**src/rtl/neuron_mac_ctrl.sv**
```systemverilog
// Sequential multiply-accumulate controller for a single neuron.
// One 5x5 signed multiplier is time-shared across N_INPUTS input/weight
// pairs. The bias seeds the accumulator, and the final sum is saturated to
// Q2.8 and can optionally be ReLU-clipped.

// 5-bit x 5-bit signed multiplier producing a full 10-bit signed product.
module twosmult (
  input  logic signed [4:0] a_i,
  input  logic signed [4:0] b_i,
  output logic signed [9:0] p_o
);
  assign p_o = a_i * b_i;
endmodule

module neuron_mac_ctrl #(
  parameter int N_INPUTS = 4,
  parameter int ACC_W    = 13
) (
  input  logic                      clk,
  input  logic                      rst,
  input  logic                      start,
  input  logic                      relu_en,
  input  logic [5*N_INPUTS-1:0]     x_vec,
  input  logic [5*N_INPUTS-1:0]     w_vec,
  input  logic signed [9:0]         bias,
  output logic                      busy,
  output logic                      done,
  output logic signed [ACC_W-1:0]   acc_out,
  output logic signed [9:0]         y,
  output logic                      sat
);

  localparam int IDX_W = (N_INPUTS > 1) ? $clog2(N_INPUTS) : 1;
  localparam logic signed [ACC_W-1:0] Y_MAX = ACC_W'(511);
  localparam logic signed [ACC_W-1:0] Y_MIN = -ACC_W'(512);

  typedef enum logic [1:0] {S_IDLE, S_RUN, S_DRAIN, S_DONE} state_t;

  state_t                     state_q;
  logic [5*N_INPUTS-1:0]      x_q, w_q;
  logic                       relu_q;
  logic [IDX_W-1:0]           idx_q;
  logic signed [ACC_W-1:0]    acc_q;
  logic signed [9:0]          p_q;
  logic                       p_vld_q;
  logic                       busy_q, done_q, sat_q;
  logic signed [ACC_W-1:0]    acc_out_q;
  logic signed [9:0]          y_q;

  logic signed [4:0]          mx, mw;
  logic signed [9:0]          prod_d;
  logic signed [ACC_W-1:0]    p_ext;
  logic signed [ACC_W-1:0]    acc_sum_d;

  // Out-of-range detection for the Q2.8 output.
  function automatic logic is_sat(input logic signed [ACC_W-1:0] a);
    return (a > Y_MAX) || (a < Y_MIN);
  endfunction

  // Clamp to [-512, 511], then optionally clip negatives to zero.
  function automatic logic signed [9:0] clamp_relu(input logic signed [ACC_W-1:0] a,
                                                   input logic relu);
    logic signed [9:0] r;
    if (a > Y_MAX)      r = 10'sd511;
    else if (a < Y_MIN) r = -10'sd512;
    else                r = a[9:0];
    if (relu && r < 0)  r = '0;
    return r;
  endfunction

  // Select the current operand pair from the latched vectors.
  always_comb begin
    mx = '0;
    mw = '0;
    for (int i = 0; i < N_INPUTS; i++) begin
      if (idx_q == IDX_W'(i)) begin
        mx = x_q[5*i +: 5];
        mw = w_q[5*i +: 5];
      end
    end
  end

  twosmult u_mult (
    .a_i (mx),
    .b_i (mw),
    .p_o (prod_d)
  );

  // Registered product sign-extended and added; multiplier is never in this path.
  always_comb begin
    p_ext     = {{(ACC_W-10){p_q[9]}}, p_q};
    acc_sum_d = acc_q + p_ext;
  end

  // Control FSM together with the accumulator and registered outputs.
  always_ff @(posedge clk) begin
    if (rst) begin
      state_q   <= S_IDLE;
      busy_q    <= 1'b0;
      done_q    <= 1'b0;
      acc_out_q <= '0;
      y_q       <= '0;
      sat_q     <= 1'b0;
      idx_q     <= '0;
      p_vld_q   <= 1'b0;
      acc_q     <= '0;
    end else begin
      done_q <= 1'b0;
      case (state_q)
        S_IDLE: begin
          if (start) begin
            x_q     <= x_vec;
            w_q     <= w_vec;
            relu_q  <= relu_en;
            acc_q   <= {{(ACC_W-10){bias[9]}}, bias};
            idx_q   <= '0;
            p_vld_q <= 1'b0;
            busy_q  <= 1'b1;
            state_q <= S_RUN;
          end
        end
        S_RUN: begin
          p_q     <= prod_d;
          p_vld_q <= 1'b1;
          if (p_vld_q) acc_q <= acc_sum_d;
          idx_q   <= idx_q + 1'b1;
          if (idx_q == IDX_W'(N_INPUTS-1)) state_q <= S_DRAIN;
        end
        S_DRAIN: begin
          acc_q     <= acc_sum_d;
          acc_out_q <= acc_sum_d;
          y_q       <= clamp_relu(acc_sum_d, relu_q);
          sat_q     <= is_sat(acc_sum_d);
          p_vld_q   <= 1'b0;
          done_q    <= 1'b1;
          state_q   <= S_DONE;
        end
        S_DONE: begin
          busy_q  <= 1'b0;
          state_q <= S_IDLE;
        end
        default: state_q <= S_IDLE;
      endcase
    end
  end

  assign busy    = busy_q;
  assign done    = done_q;
  assign acc_out = acc_out_q;
  assign y       = y_q;
  assign sat     = sat_q;

endmodule

```
**config.mk**
```make
export PLATFORM = sky130hd
export DESIGN_NAME = neuron_mac_ctrl
export DESIGN_NICKNAME = d
export VERILOG_FILES = /design/src/rtl/neuron_mac_ctrl.sv
export SDC_FILE = /design/constraint.sdc
export NUM_CORES = 1
export LEC_CHECK = 0
export ABC_AREA = 1
export CORE_UTILIZATION = 45
export CTS_BUF_LIST = sky130_fd_sc_hd__clkbuf_4 sky130_fd_sc_hd__clkbuf_8
export CTS_CLUSTER_SIZE = 24
export DETAILED_ROUTE_END_ITERATION = 12
export PLACE_DENSITY = 0.68
export SLEW_MARGIN = 5
export SYNTH_ARGS = -nofsm -noshare
export SYNTH_HDL_FRONTEND = slang
export SYNTH_SLANG_ARGS = --single-unit
```
**constraint.sdc**
```tcl
create_clock -name clk -period 10.15 [get_ports clk]
set_input_delay 1.015 -clock clk [delete_from_list [all_inputs] [get_ports clk]]
set_output_delay 1.015 -clock clk [all_outputs]
set_load 0.01 [all_outputs]
```
# Word level (Yosys, flattened, before mapping)

Index checks and enable logic that the tools add are counted.

Flip-flop bits (word level): 95
Word-level logic and storage cells: 69
Input port bits: 54
Output and inout port bits: 26

$lt $le $gt $ge: 3
Bitwise gates (word level): 1
Add/sub/neg operators: 2
$mul: 1
Multiplexer cells: 26
Reduce and logical (&&, ||, !) cells: 14
Eq/ne operators: 9

Operator list:

| operator               | count |
|---|---|
| $mux W10               | 5 |
| $mux W5                | 8 |
| $pmux W13 S3           | 1 |
| $mux W13               | 2 |
| $add A13 B10 Y13       | 1 |
| $gt A13 B10 Y1 const B | 1 |
| $lt A13 B10 Y1 const B | 1 |
| $lt A10 B1 Y1 const B  | 1 |
| $mul A5 B5 Y10         | 1 |
| $reduce_and A2 Y1      | 5 |
| $eq A2 B2 Y1 const B   | 4 |
| $pmux W2 S4            | 1 |
| $mux W2                | 3 |
| $ne A2 B2 Y1 const B   | 3 |
| $reduce_and A3 Y1      | 2 |
| $eq A2 B1 Y1 const B   | 2 |
| $logic_not A2 Y1       | 2 |
| $pmux W2 S2            | 1 |
| $reduce_bool A2 Y1     | 2 |
| $mux W1                | 3 |
| $pmux W1 S3            | 1 |
| $reduce_bool A3 Y1     | 1 |
| $add A2 B1 Y2 const B  | 1 |
| $pmux W1 S2            | 1 |
| 3 further kinds        | 3 |

# Longest topological paths before layout

Gate-level depths: netlist (run 1).

Depth in word-level cells: 9
Mapped depth: 22
Mapped depth without buffers: 22

# By module

Synthesis (run 1) repeated with hierarchy kept, for this count alone.

Cell total of the unflattened synthesis: 657
Area, all modules: 5474.0 um^2

By module, submodules not included:

| module          | sequential area each (um^2) | cells an instance | area an instance (um^2) | times used |
|---|---|---|---|---|
| neuron_mac_ctrl | 2412.3                      | 498               | 4418.0                  | 1 |
| twosmult        | 0.0                         | 159               | 1056.0                  | 1 |

# Least setup slack after synthesis (run 1)

OpenSTA, ideal clock, no wires.

Path type: register -> register
Start point: register idx_q[0]
End point: register p_q[8] (data pin)
Arrival time: 4102 ps
Period minus slack after synthesis: 4359 ps
Library setup time: 257 ps
Required time: 9893 ps
Path buffers: 1
Slack: 5791 ps
Cell stages (with the launch flop): 22
Path through: dfxtp_1 > inv_1 > ha_1 > buf_1 > nand3_1 > nand2_1 > o21ai_0 > a21oi_1 > nor2_1 > fa_1 > inv_1 > fa_1 > fa_1 > inv_1 > ha_1 > nand2_1 > nor2_1 > a211oi_1 > nor2_1 > o21ai_0 > nand2_1 > xor2_1

Longest elaborated chain between the ends: 6
Elaborated cells between the ends (all ways): 13
Those cells by class: mul: 1; eq/ne: 3; mux: 8; reduce/logical: 1

RTL lines:

| item                   | RTL line | source |
|---|---|---|
| start, declared        | 42       | `logic [IDX_W-1:0] idx_q;` |
| start signal, assigned | 126      | `idx_q <= idx_q + 1'b1;` |
| $logic_not A2 Y1       | 76       | `if (idx_q == IDX_W'(i)) begin` |
| $mux W5 (4 in a row)   | 76       |  |
| $mul A5 B5 Y10 (*)     | 12       | `assign p_o = a_i * b_i;` |
| named net prod_d[8]    | 51       | `logic signed [9:0] prod_d;` |
| end signal, assigned   | 123      | `p_q <= prod_d;` |
| end, declared          | 44       | `logic signed [9:0] p_q;` |

Mark *: on every way through the listed nets, which the timed path passes. The rest lies on a longest branch.
A chain may end at the register's enable or synchronous reset.

# Final worst setup path (run 1)

Same ends and word-level chain as after synthesis.

==> results of run 1 <==
-- critical path, stage by stage, from the launching register on --
cell and delay [ps]:
sky130_fd_sc_hd__dfxtp_1 350, sky130_fd_sc_hd__inv_1 110, sky130_fd_sc_hd__ha_1 390, sky130_fd_sc_hd__clkinv_1 340, sky130_fd_sc_hd__nor2_1 160, sky130_fd_sc_hd__nor2_1 60, sky130_fd_sc_hd__a22oi_1 400, sky130_fd_sc_hd__nor2_1 130
sky130_fd_sc_hd__fa_1 550, sky130_fd_sc_hd__inv_1 50, sky130_fd_sc_hd__fa_1 480, sky130_fd_sc_hd__fa_1 550, sky130_fd_sc_hd__inv_1 40, sky130_fd_sc_hd__ha_1 340, sky130_fd_sc_hd__nand2_1 90, sky130_fd_sc_hd__nor2_1 40
sky130_fd_sc_hd__a211oi_1 290, sky130_fd_sc_hd__nor2_1 70, sky130_fd_sc_hd__o21ai_0 160, sky130_fd_sc_hd__nand2_1 80, sky130_fd_sc_hd__xor2_1 140
-- kinds of logic after synthesis --
| kind of cell | share of synthesized area, % |
|---|---|
| flops | 44.6 |
| buf+inv | 8.05 |
| fa+ha+maj | 14.9 |
| compound gates | 11.8 |
| simple gates | 17.9 |
| xor+xnor | 2.75 |
-- metal layers --
layer	global-route usage (%)	vias up	part of all wire (%)
met2	37.0	130	50
met5	0	-	0
li1	-	2174	-
met4	7.84	0	2.0
met3	3.81	19	4.4
met1	23.6	1968	43
-- cells in the mapped netlist, drive strengths merged --
| library cell | number | area share [%] |
|---|---|---|
| edfxtp | 51 | 28 |
| nor3 | 1 | 0.092 |
| inv | 97 | 6.7 |
| nand3 | 29 | 3.0 |
| a21o | 1 | 0.14 |
| dfxtp | 44 | 16 |
| or2 | 1 | 0.12 |
| o21ai | 35 | 3.3 |
| a211oi | 3 | 0.42 |
| nor2 | 60 | 4.2 |
| buf | 6 | 0.49 |
| ha | 34 | 7.9 |
| fa | 19 | 7.0 |
| o21bai | 1 | 0.14 |
| o211ai | 2 | 0.37 |
| clkinv | 4 | 0.28 |
| nand2 | 137 | 10 |
| a22oi | 8 | 1.1 |
| xnor2 | 6 | 0.97 |
| xor2 | 11 | 1.8 |
| nand4 | 4 | 0.46 |
| a21oi | 57 | 5.9 |
| clkbuf | 8 | 0.55 |
| a31oi | 4 | 0.46 |
-- cell type report --
class	count	area (um2)
clock buffer	11	139
timing repair buffer	81	806
clock inverter	5	60.1
tap	143	179
multi-input combinational	413	2570
fill	1023	5020
sequential	95	2410
inverter	101	379
-- final timing paths --
kind                                            start  depth (start not counted)                end  slack (ps)
worst min-delay path                y[2]$_SDFFE_PP0P_                          2  y[2]$_SDFFE_PP0P_         490
worst max-delay path            idx_q[0]$_SDFFE_PP0P_                         20   p_q[8]$_DFFE_PP_        5080
worst max register to register  idx_q[0]$_SDFFE_PP0P_                         20   p_q[8]$_DFFE_PP_        5080
worst min register to register      y[2]$_SDFFE_PP0P_                          2  y[2]$_SDFFE_PP0P_         490
-- layout by cell type (no fill, tap or decap), types with 2 or more instances in the layout --
cell type                         synthesis  final
sky130_fd_sc_hd__nand3_1                 26     26
sky130_fd_sc_hd__clkbuf_8                 0      9
sky130_fd_sc_hd__inv_2                    4      4
sky130_fd_sc_hd__clkinv_1                 4      4
sky130_fd_sc_hd__nand2_2                  6      6
sky130_fd_sc_hd__a21oi_1                 48     48
sky130_fd_sc_hd__a21oi_2                  9      9
sky130_fd_sc_hd__clkinv_4                 0      2
sky130_fd_sc_hd__nand2_4                  2      2
sky130_fd_sc_hd__nand2_1                129    129
sky130_fd_sc_hd__edfxtp_1                51     51
sky130_fd_sc_hd__xnor2_1                  6      6
sky130_fd_sc_hd__fa_1                    19     19
sky130_fd_sc_hd__xor2_1                  11     11
sky130_fd_sc_hd__buf_4                    0      2
sky130_fd_sc_hd__dfxtp_1                 44     44
sky130_fd_sc_hd__inv_1                   93     94
sky130_fd_sc_hd__clkbuf_4                 0      2
sky130_fd_sc_hd__o21ai_0                 33     33
sky130_fd_sc_hd__nand3_2                  3      3
sky130_fd_sc_hd__a31oi_1                  4      4
sky130_fd_sc_hd__a22oi_1                  8      8
sky130_fd_sc_hd__nor2_1                  59     58
sky130_fd_sc_hd__clkdlybuf4s50_1          0     79
sky130_fd_sc_hd__ha_1                    34     34
sky130_fd_sc_hd__nand4_1                  4      4
sky130_fd_sc_hd__a211oi_1                 3      3
-- sequential cells by signal (all words and copies together), names as in the netlist, 2 cells and up --
register  cells
y            10
state_q       2
acc_out      13
x_q          20
idx_q         2
w_q          20
acc_q        13
p_q          10
-- metrics by stage --
stage | instance area [um2] | hold slack, ps
after floorplan | 5410 | 472
after global placement | 6350 | 466
after detailed placement | 6350 | 473
after CTS | 6550 | 489
after global routing | 6550 | 513
final | 6550 | 487
==> metrics list, run 1 <==
- Relative to the synthesized area, the layout overhead comes to 21.0%.
- The wire-length estimate of the detail-placed layout is between 9 and 10 mm.
* Category of the worst setup path capture point: flip-flop
* Vias per Instance: a little over 5
* Via count of the first global-routing pass: between 4k and 5k
* Worst-case setup margin in the final layout: roughly 5100 ps
- After detailed routing, the average wire length per cell comes to between 10 and 15 um.
- Entering global routing, the biggest net connects between 40 and 50 pins.
* Mean instance size in the synthesized netlist: around 8.7 um2
* Worst-case headroom to the max-slew limit: 28.7%
- Summing the sequential cell areas from Yosys gives 44.6% of the chip area.
* Nets: about 810
- The detail route stage leaves a number of antenna-violating nets equal to 0.
- Req. time, crit path: 10,280 ps
- Die outline height: ~110 um
* Total Die Area: approximately 0.012 mm2
- Setup bufs post-CTS: 0
- For the final routed database, the setup TNS stands at 0 ps.
* Final instance count without filler cells: approximately 850
- Worst-case clock skew: slightly below 10 ps
* Setup repair after global routing missed its margin: no
- Timing would allow up to 197 MHz.
- TritonCTS built the clock tree.
- Summing over every cut layer, the via total after detailed routing is 4,291.
- Synthesis instantiated 34 different standard cells from the library.
- Max Cap Viol: 0
- The first routing iteration left between 200 and 300 violations.
- Row generation in the floorplan step produced 39 rows.
- Crit Path Class: flip-flop to flip-flop
* Final antenna diode count: 0
- Post-Synthesis Cells: 623
* Syn_nets: 730
* Initial Util: roughly 47%
- Setup violations remaining at the end of the flow were counted as 0.
- Total of flip-flops plus latches after synthesis: 95
- At the end of the flow the core is filled with cells to a little under three fifths.
- Path category of the worst min-delay check: flip-flop to flip-flop
* Post-route DRC violation count: 7
- Final hold violation count: 0
- Outcome: finished with violations
- Cell area after synthesis: roughly 0.0054 mm2
- The smallest clock period supported by the final layout is computed as a little over 5000 ps.
- The final reports fail on DRC.
- 80 I/O pins were placed.
- Global routing used between 20% and 30% of the available tracks.
* Share of cells above drive strength 1: around 6.5%
- Global route overflow: 0
- The count of final max-slew check failures came to 0.
- CTS clk-pin slew, worst paths: around 100 ps
- The floorplan step defined a core boundary enclosing between 0.01 and 0.015 mm2.
* CTS Buffer Depth: 2
* Antenna violations before repair: 0
* Horizontal die dimension: roughly 110 um
* CTS sink count: 95
- Critical-path maximum fanout: 11
- Length of the first detailed-routing pass in iterations: 8
- Worst Path Arrival: 5210 ps
* PortBufs: just under 80
* Num CTS Buffers: 9
- Clk Tree Root Cell: sky130_fd_sc_hd__clkbuf_8
* Slew at the pin closest to its max-slew limit: around 1100 ps
- The final layout contains routed wiring with a total length of 11.9 mm.
- Total instance count after detailed placement: between 800 and 900
* Post-cts resize count: 0
- The first global-routing pass estimated around 20 mm of wire.
- After layout, the worst path uses around half of the clock period.
- Cts-stage hold buffer count: 0
- Prior to clock tree synthesis, the placed netlist has a worst setup slack of roughly 5100 ps.
* Nature of the critical path startpoint: flip-flop
- In this run the number of H-tree levels came out at 3.
- Clock latency on the worst-skew pair, taken at its later pin, is 380 ps.
- Yosys warns: 0
- RD Place Congestion: a little under 0.9
Power of run 1 is left out: the tool's default activity adds up to more than one toggle a clock period on the data nets, which glitch-free logic cannot reach.
==> inputs of run 2 (changes only) <==
Settings changed: PLACE_DENSITY 0.68 to 0.71.
Clock period 10.15 ns to 4.6 ns, I/O delays scaled along.
==> metrics list, run 2 (synthesis results as in run 1) <==
- The hold buffer count at CTS was 0 (unchanged).
- The maximum achievable frequency is 228 MHz (+15%).
- The row count is 39 (unchanged).
- Via count of the first global-routing pass: 4,369 (unchanged)
- Antenna violations before repair: 0 (unchanged)
- The final weighted congestion in routability-driven placement came to 0.852 (-4.7%).
- The number of iterations in the first detailed-routing pass is 9 (+1).
* Cell with the biggest individual delay on the critical path: sky130_fd_sc_hd__fa_1
- Global route overflow: 0 (unchanged)
- Number of DRC markers after the initial detailed-route iteration: 216 (-17%)
* Pins over their slew limit: 0 (unchanged)
* Category of the worst setup path capture point: flip-flop
- Most common library cell in the layout ignoring fill and taps: sky130_fd_sc_hd__nand2_1
* Horizontal die dimension: 112 um (unchanged)
* Outcome: finished with violations
* Path category of the worst min-delay check: flip-flop to flip-flop
- Final hold violation count: 0 (unchanged)
- Total wire length: 12.3 mm (+3.8%)
- The core occupancy in the finished layout was 58.5% (+1.9 points).
- The worst setup path is launched from a flip-flop.
- Crit path launch: idx_q[0]$_SDFFE_PP0P_
* Final antenna diode count: 0 (unchanged)
* Top library cells by usage in the layout, fill and taps aside: sky130_fd_sc_hd__nand2_1, sky130_fd_sc_hd__inv_1, sky130_fd_sc_hd__clkdlybuf4s50_1
- Setup slack of the most critical reg-to-reg path: 210 ps (-4870 ps)
- The number of CTS-inserted buffers came to 9 (unchanged).
- The worst hold margin came to 484 ps (-2.73 ps).
- CTS sink count: 95 (unchanged)
- The top-level port count was 80 (unchanged).
* GRT Max-Usage Layer: met2
- Crit Path Class: flip-flop to flip-flop
- Total global-route track usage: 20.6% (+0.24 points)
- Number of cells on the worst hold path: 2 (unchanged)
* Met1 usage: 23.7% (+0.12 points)
- Violated checks: DRC
- The count of unresolved DRC violations after routing is 7 (unchanged).
* Number of filler instances in the final layout: 1,024 (+0.098%)
* Slew at the pin closest to its max-slew limit: 1080 ps (+17.5 ps)
- Max Cap Viol: 0 (unchanged)
* Via count of the routed design: 4,382 (+2.1%)
- Final instance count without filler cells: 865 (+1.9%)
* Top flop regs: w_q x20, x_q x20
- The average wire per standard cell came to 14.2 um (+1.9%).
- Detailed placement HPWL: 9.48 mm (+3.1%)
- Total Die Area: 0.0125 mm2 (unchanged)
* Initial Util: 46.8% (unchanged)
- Worst r2r src: idx_q[0]$_SDFFE_PP0P_
* Setup total negative slack: 0 ps (unchanged)
- CTS clk-pin slew, worst paths: 100 ps (about the same)
* PortBufs: 79 (unchanged)
* Total instance count after detailed placement: 844 (+1.3%)
- The final period demand of the worst path is 4390 ps (-680 ps).
* Number of H-tree levels: 3 (unchanged)
- Met2 global-route usage: 36.7% (-0.29 points)
- Met3 capacity usage during global routing: 4.30% (+0.49 points)
- The source-to-sink clock delay at the later pin of the worst-skew pair came to 390 ps (about the same).
* Clk Tree Root Cell: sky130_fd_sc_hd__clkbuf_8
- The net count reported at finish was 824 (+2.0%).
- Die outline height: 112 um (unchanged)
* Antenna-violating nets left: 0 (unchanged)
* Vias per Instance: 5.07 (+0.23%)
* Cell count of the worst reg-to-reg path: 22 (+10%)
* Endpoint of the worst setup timing path: p_q[8]$_DFFE_PP_
* Req. time, crit path: 4740 ps (-5540 ps)
- P&R area growth vs syn: 25.1%
- The worst register-to-register path ends at p_q[8]$_DFFE_PP_.
* Tcrit/Tclk final: 95.5% (+46 points)
* Crit path largest cell delay: 540 ps (about the same)
- The worst endpoint data arrival time came to 4530 ps (-680 ps).
* Final setup viols: 0 (unchanged)
- The maximum buffer depth of the clock tree is 2 (unchanged).
* Maximum number of pins on one net before global-route repair: 42 (unchanged)
* Area of the core region: 0.0116 mm2 (unchanged)
* TritonCTS clock tree: yes
- The clock tree skew after final layout came to 11.8 ps (+2.17 ps).
- The worst-case headroom to the max-slew limit was 27.6% (-1.2 points).
* Share of cells above drive strength 1: 12.0% (+5.5 points)
- The first-pass GRT wire length is 20.2 mm (+0.48%).
* Setup repair after global routing missed its margin: yes
- Critical-path maximum fanout: 10 (-1)
- Cell-by-cell trace of the critical path: clkinvlp_4 -> buf_4 -> ha_4 -> nand3_1 -> nand2_1 -> o21ai_0 -> a21oi_1 -> buf_4 -> nor2_2 -> fa_1 -> inv_1 -> fa_1 -> fa_1 -> inv_1 -> ha_4 -> nand2_1 -> nor2_1 -> a211oi_2 -> nor2_1 -> o21ai_1 -> nand2_1 -> xor2_1
[run 2: how the worst min path moves through the flow]
stage                                         from                        to
after floorplan               p_vld_q$_SDFFE_PP0P_      p_vld_q$_SDFFE_PP0P_
after global placement    acc_out[12]$_SDFFE_PP0P_  acc_out[12]$_SDFFE_PP0P_
after detailed placement         y[4]$_SDFFE_PP0P_         y[4]$_SDFFE_PP0P_
after CTS                        y[5]$_SDFFE_PP0P_         y[5]$_SDFFE_PP0P_
after global routing             y[8]$_SDFFE_PP0P_         y[8]$_SDFFE_PP0P_
final                            y[4]$_SDFFE_PP0P_         y[4]$_SDFFE_PP0P_
[run 2: final cells by class]
type / instances / area (um2) / share of cell area (%)
clock inverter: 7 / 53.8 / 0.795
multi-input combinational: 413 / 2680 / 39.5
timing repair buffer: 96 / 922 / 13.6
sequential: 95 / 2420 / 35.7
clock buffer: 9 / 124 / 1.83
tap: 143 / 179 / 2.64
timing repair inverter: 1 / 7.51 / 0.111
inverter: 101 / 388 / 5.73
[run 2: critical path, delay by kind of cell, from the launching register on]
| kind | cells | cell delay, ps |
|---|---|---|
| xor gates and xnor gates | 1 | 140 |
| adders and majority gates | 5 | 2010 |
| AOI/OAI and AO/OA | 4 | 610 |
| buffers and inverters | 5 | 500 |
| DFF | 1 | 390 |
| and+or+nand+nor | 7 | 500 |
[run 2: layer usage]
metal	part of all wire [%]	up-vias	wire length [um]
met5	0	-	0
met3	4.4	25	548
met2	51	108	6280
met4	2.5	0	302
li1	-	2208	-
met1	42	2041	5190
[run 2: through the flow]
stage          instance area (um2)  worst slack (ps)
3_3_place_gp                  6430              42.0
4_1_cts                       6630              6.66
5_1_grt                       6770             -29.9
3_5_place_dp                  6430              -133
2_1_floorplan                 5410               241
6_report                      6770               206
[run 2: repair_timing]
item,4_1_cts,5_1_grt
setup buffers,0,4
resized for setup,5,29
pin swaps,0,4
endpoints found under the setup margin,2,4
gates cloned,0,1
Power of run 2 is left out for the same reason.
==> inputs of run 3 (changes only) <==
Settings changed: CORE_UTILIZATION 45 to 41, PLACE_DENSITY 0.71 to 0.66.
==> metrics list, run 3 (synthesis results as in run 1) <==
* Global route overflow: 0 (unchanged)
- Horizontal die dimension: 117 um (+4.7%)
- The count of buffers from port buffering is 79 (unchanged).
* Req. time, crit path: 4730 ps (about the same)
- FF/Latch Area: 0.00241 mm2 (-0.21%)
- Via count of the routed design: 4,300 (-1.9%)
- Core Rows: 41 (+5.1%)
* Final antenna diode count: 0 (unchanged)
- The clock transition time at the flip-flop clock pins of the worst setup and hold paths is 90 ps (about the same).
- CTS Buffer Depth: 2 (unchanged)
* Path category of the worst min-delay check: flip-flop to flip-flop
* Via count of the first global-routing pass: 4,312 (-1.3%)
* Outcome: complete, no violations
- Pins over their slew limit: 0 (unchanged)
- The source-to-sink clock delay at the later pin of the worst-skew pair is 370 ps (-20 ps).
- In the final layout, the registers with the most flip-flops are w_q x20, x_q x20.
- Setup repair after global routing missed its margin: yes
- Cts-stage hold buffer count: 0 (unchanged)
* First-pass GRT wire length: 19.5 mm (-3.6%)
- The number of antenna violations at the first check in global routing was 0 (unchanged).
- The fraction of layout instances using a drive strength above 1 came to 10.2% (-1.9 points).
- The clock tree skew after final layout was 11.6 ps (-0.220 ps).
* Design Area, Final: 0.00674 mm2 (-0.50%)
- Number of H-tree levels: 3 (unchanged)
* Maximum number of pins on one net before global-route repair: 42 (unchanged)
* Multi-input gate area: 0.00263 mm2 (-1.7%)
- The die height is 117 um (+4.7%).
- TritonCTS clock tree: yes
* Post-route DRC violation count: 0 (-7)
* Number of DRC markers after the initial detailed-route iteration: 187 (-13%)
- The library cell used most frequently in the layout, excluding fill and tap cells, is sky130_fd_sc_hd__nand2_1.
* RD Place Congestion: 0.867 (+1.7%)
* P&R area growth vs syn: 24.5%
- Worst Path Arrival: 4530 ps (about the same)
- The worst setup path is launched from a flip-flop.
* Area of the core region: 0.0127 mm2 (+10%)
- The number of standard cells in the final layout excluding fillers came to 890 (+2.9%).
* Vias per Instance: 4.83 (-4.6%)
- Crit Path Class: flip-flop to flip-flop
* Post-detailed-route wirelength per cell: 13.1 um (-7.8%)
- Crit path largest cell delay: 610 ps (+70 ps)
- The all-layer global routing usage came to 18.7% (-1.8 points).
- The top-level port count came to 80 (unchanged).
- Setup total negative slack: 0 ps (unchanged)
* Max Freq: 227 MHz (-0.16%)
- Cell with the biggest individual delay on the critical path: sky130_fd_sc_hd__fa_1
- Max Cap Viol: 0 (unchanged)
- CTS sink count: 95 (unchanged)
- Among the stages of the critical path, the cell type that occurs most often is sky130_fd_sc_hd__inv_1.
- The transition time at the pin with the least slew margin is 1060 ps (-24.9 ps).
- The net count reported at finish is 820 (-0.49%).
- The tree is rooted in a sky130_fd_sc_hd__clkbuf_8.
- The detailed-placement wirelength estimate is 9.38 mm (-1.1%).
* Worst-case headroom to the max-slew limit: 29.2% (+1.7 points)
- Critical-path maximum fanout: 6 (-4)
- The number of endpoints with negative hold slack in the final report is 0 (unchanged).
- The die area was 0.0137 mm2 (+9.6%).
- The count of endpoints failing setup in the final report was 0 (unchanged).
* Total instance count after detailed placement: 872 (+3.3%)
* Antenna-violating nets left: 0 (unchanged)
* Top library cells by usage in the layout, fill and taps aside: sky130_fd_sc_hd__nand2_1, sky130_fd_sc_hd__inv_1, sky130_fd_sc_hd__clkdlybuf4s50_1
- The final period demand of the worst path is 4400 ps (+7.12 ps).
- The layout filler cell count came to 1,216 (+19%).
- Initial Util: 42.5% (-4.3 points)
- Traced cell by cell, the critical path runs through inv_1 -> ha_1 -> buf_4 -> nand3_1 -> nand2_1 -> a22oi_1 -> inv_1 -> nand2_1 -> inv_1 -> fa_1 -> inv_1 -> fa_1 -> fa_1 -> inv_1 -> ha_1 -> nand2_1 -> nor2_1 -> a211oi_2 -> nor2_1 -> o21ai_0 -> nand2_1 -> xor2_1.
- The number of iterations in the first detailed-routing pass was 5 (-4).
* Post-detailed-placement cell area: 0.00646 mm2 (+0.45%)
- The core occupancy in the finished layout came to 53.0% (-5.6 points).
- Category of the worst setup path capture point: flip-flop
* Num CTS Buffers: 9 (unchanged)
- The final critical-path share of the clock period came to 95.7% (+0.15 points).
* Total wire length: 11.7 mm (-5.1%)
[run 3: worst paths after layout]
path | endpoint | slack (ps) | cells after the start | startpoint
setup / recovery | p_q[8]$_DFFE_PP_ | 200 | 22 | idx_q[0]$_SDFFE_PP0P_
hold / removal | y[6]$_SDFFE_PP0P_ | 480 | 2 | y[6]$_SDFFE_PP0P_
setup reg to reg | p_q[8]$_DFFE_PP_ | 200 | 22 | idx_q[0]$_SDFFE_PP0P_
hold reg to reg | y[6]$_SDFFE_PP0P_ | 480 | 2 | y[6]$_SDFFE_PP0P_
[run 3: worst max-delay path, delay by kind of cell, from the launching register on]
family | cells | cell delay [ps]
buffers and inverters | 6 | 550
flip-flops | 1 | 360
AND/OR/NAND/NOR | 7 | 470
adder cells (fa/ha/maj) | 5 | 2120
XOR/XNOR | 1 | 140
AO/OA/AOI/OAI | 3 | 530
[run 3: repair_timing]
item / in CTS / in global routing
resized for setup: 0 / 18
setup endpoints to repair: 0 / 3
setup buffers: 0 / 1
[run 3: through the flow]
stage / hold WS [ps] / setup WS, ps
2_1_floorplan: 472 / 241
3_3_place_gp: 467 / 156
3_5_place_dp: 470 / 22.0
4_1_cts: 484 / 14.3
5_1_grt: 503 / -32.6
6_report: 481 / 199
[run 3: layout make-up]
type	count	share of cell area, %
Tap cell	172	3.19
Timing Repair Buffer	92	13.2
Clock buffer	12	2.17
Sequential cell	95	35.8
Multi-Input combinational cell	413	39.1
Inverter	101	5.74
Timing Repair inverter	1	0.111
Clock inverter	4	0.687
[run 3: layer usage]
layer,GRT usage (%),share of wire (%)
met5,0,0
met4,7.85,2.4
met3,4.79,5.3
met2,33.1,50
met1,21.6,42
Power of run 3 is left out for the same reason.
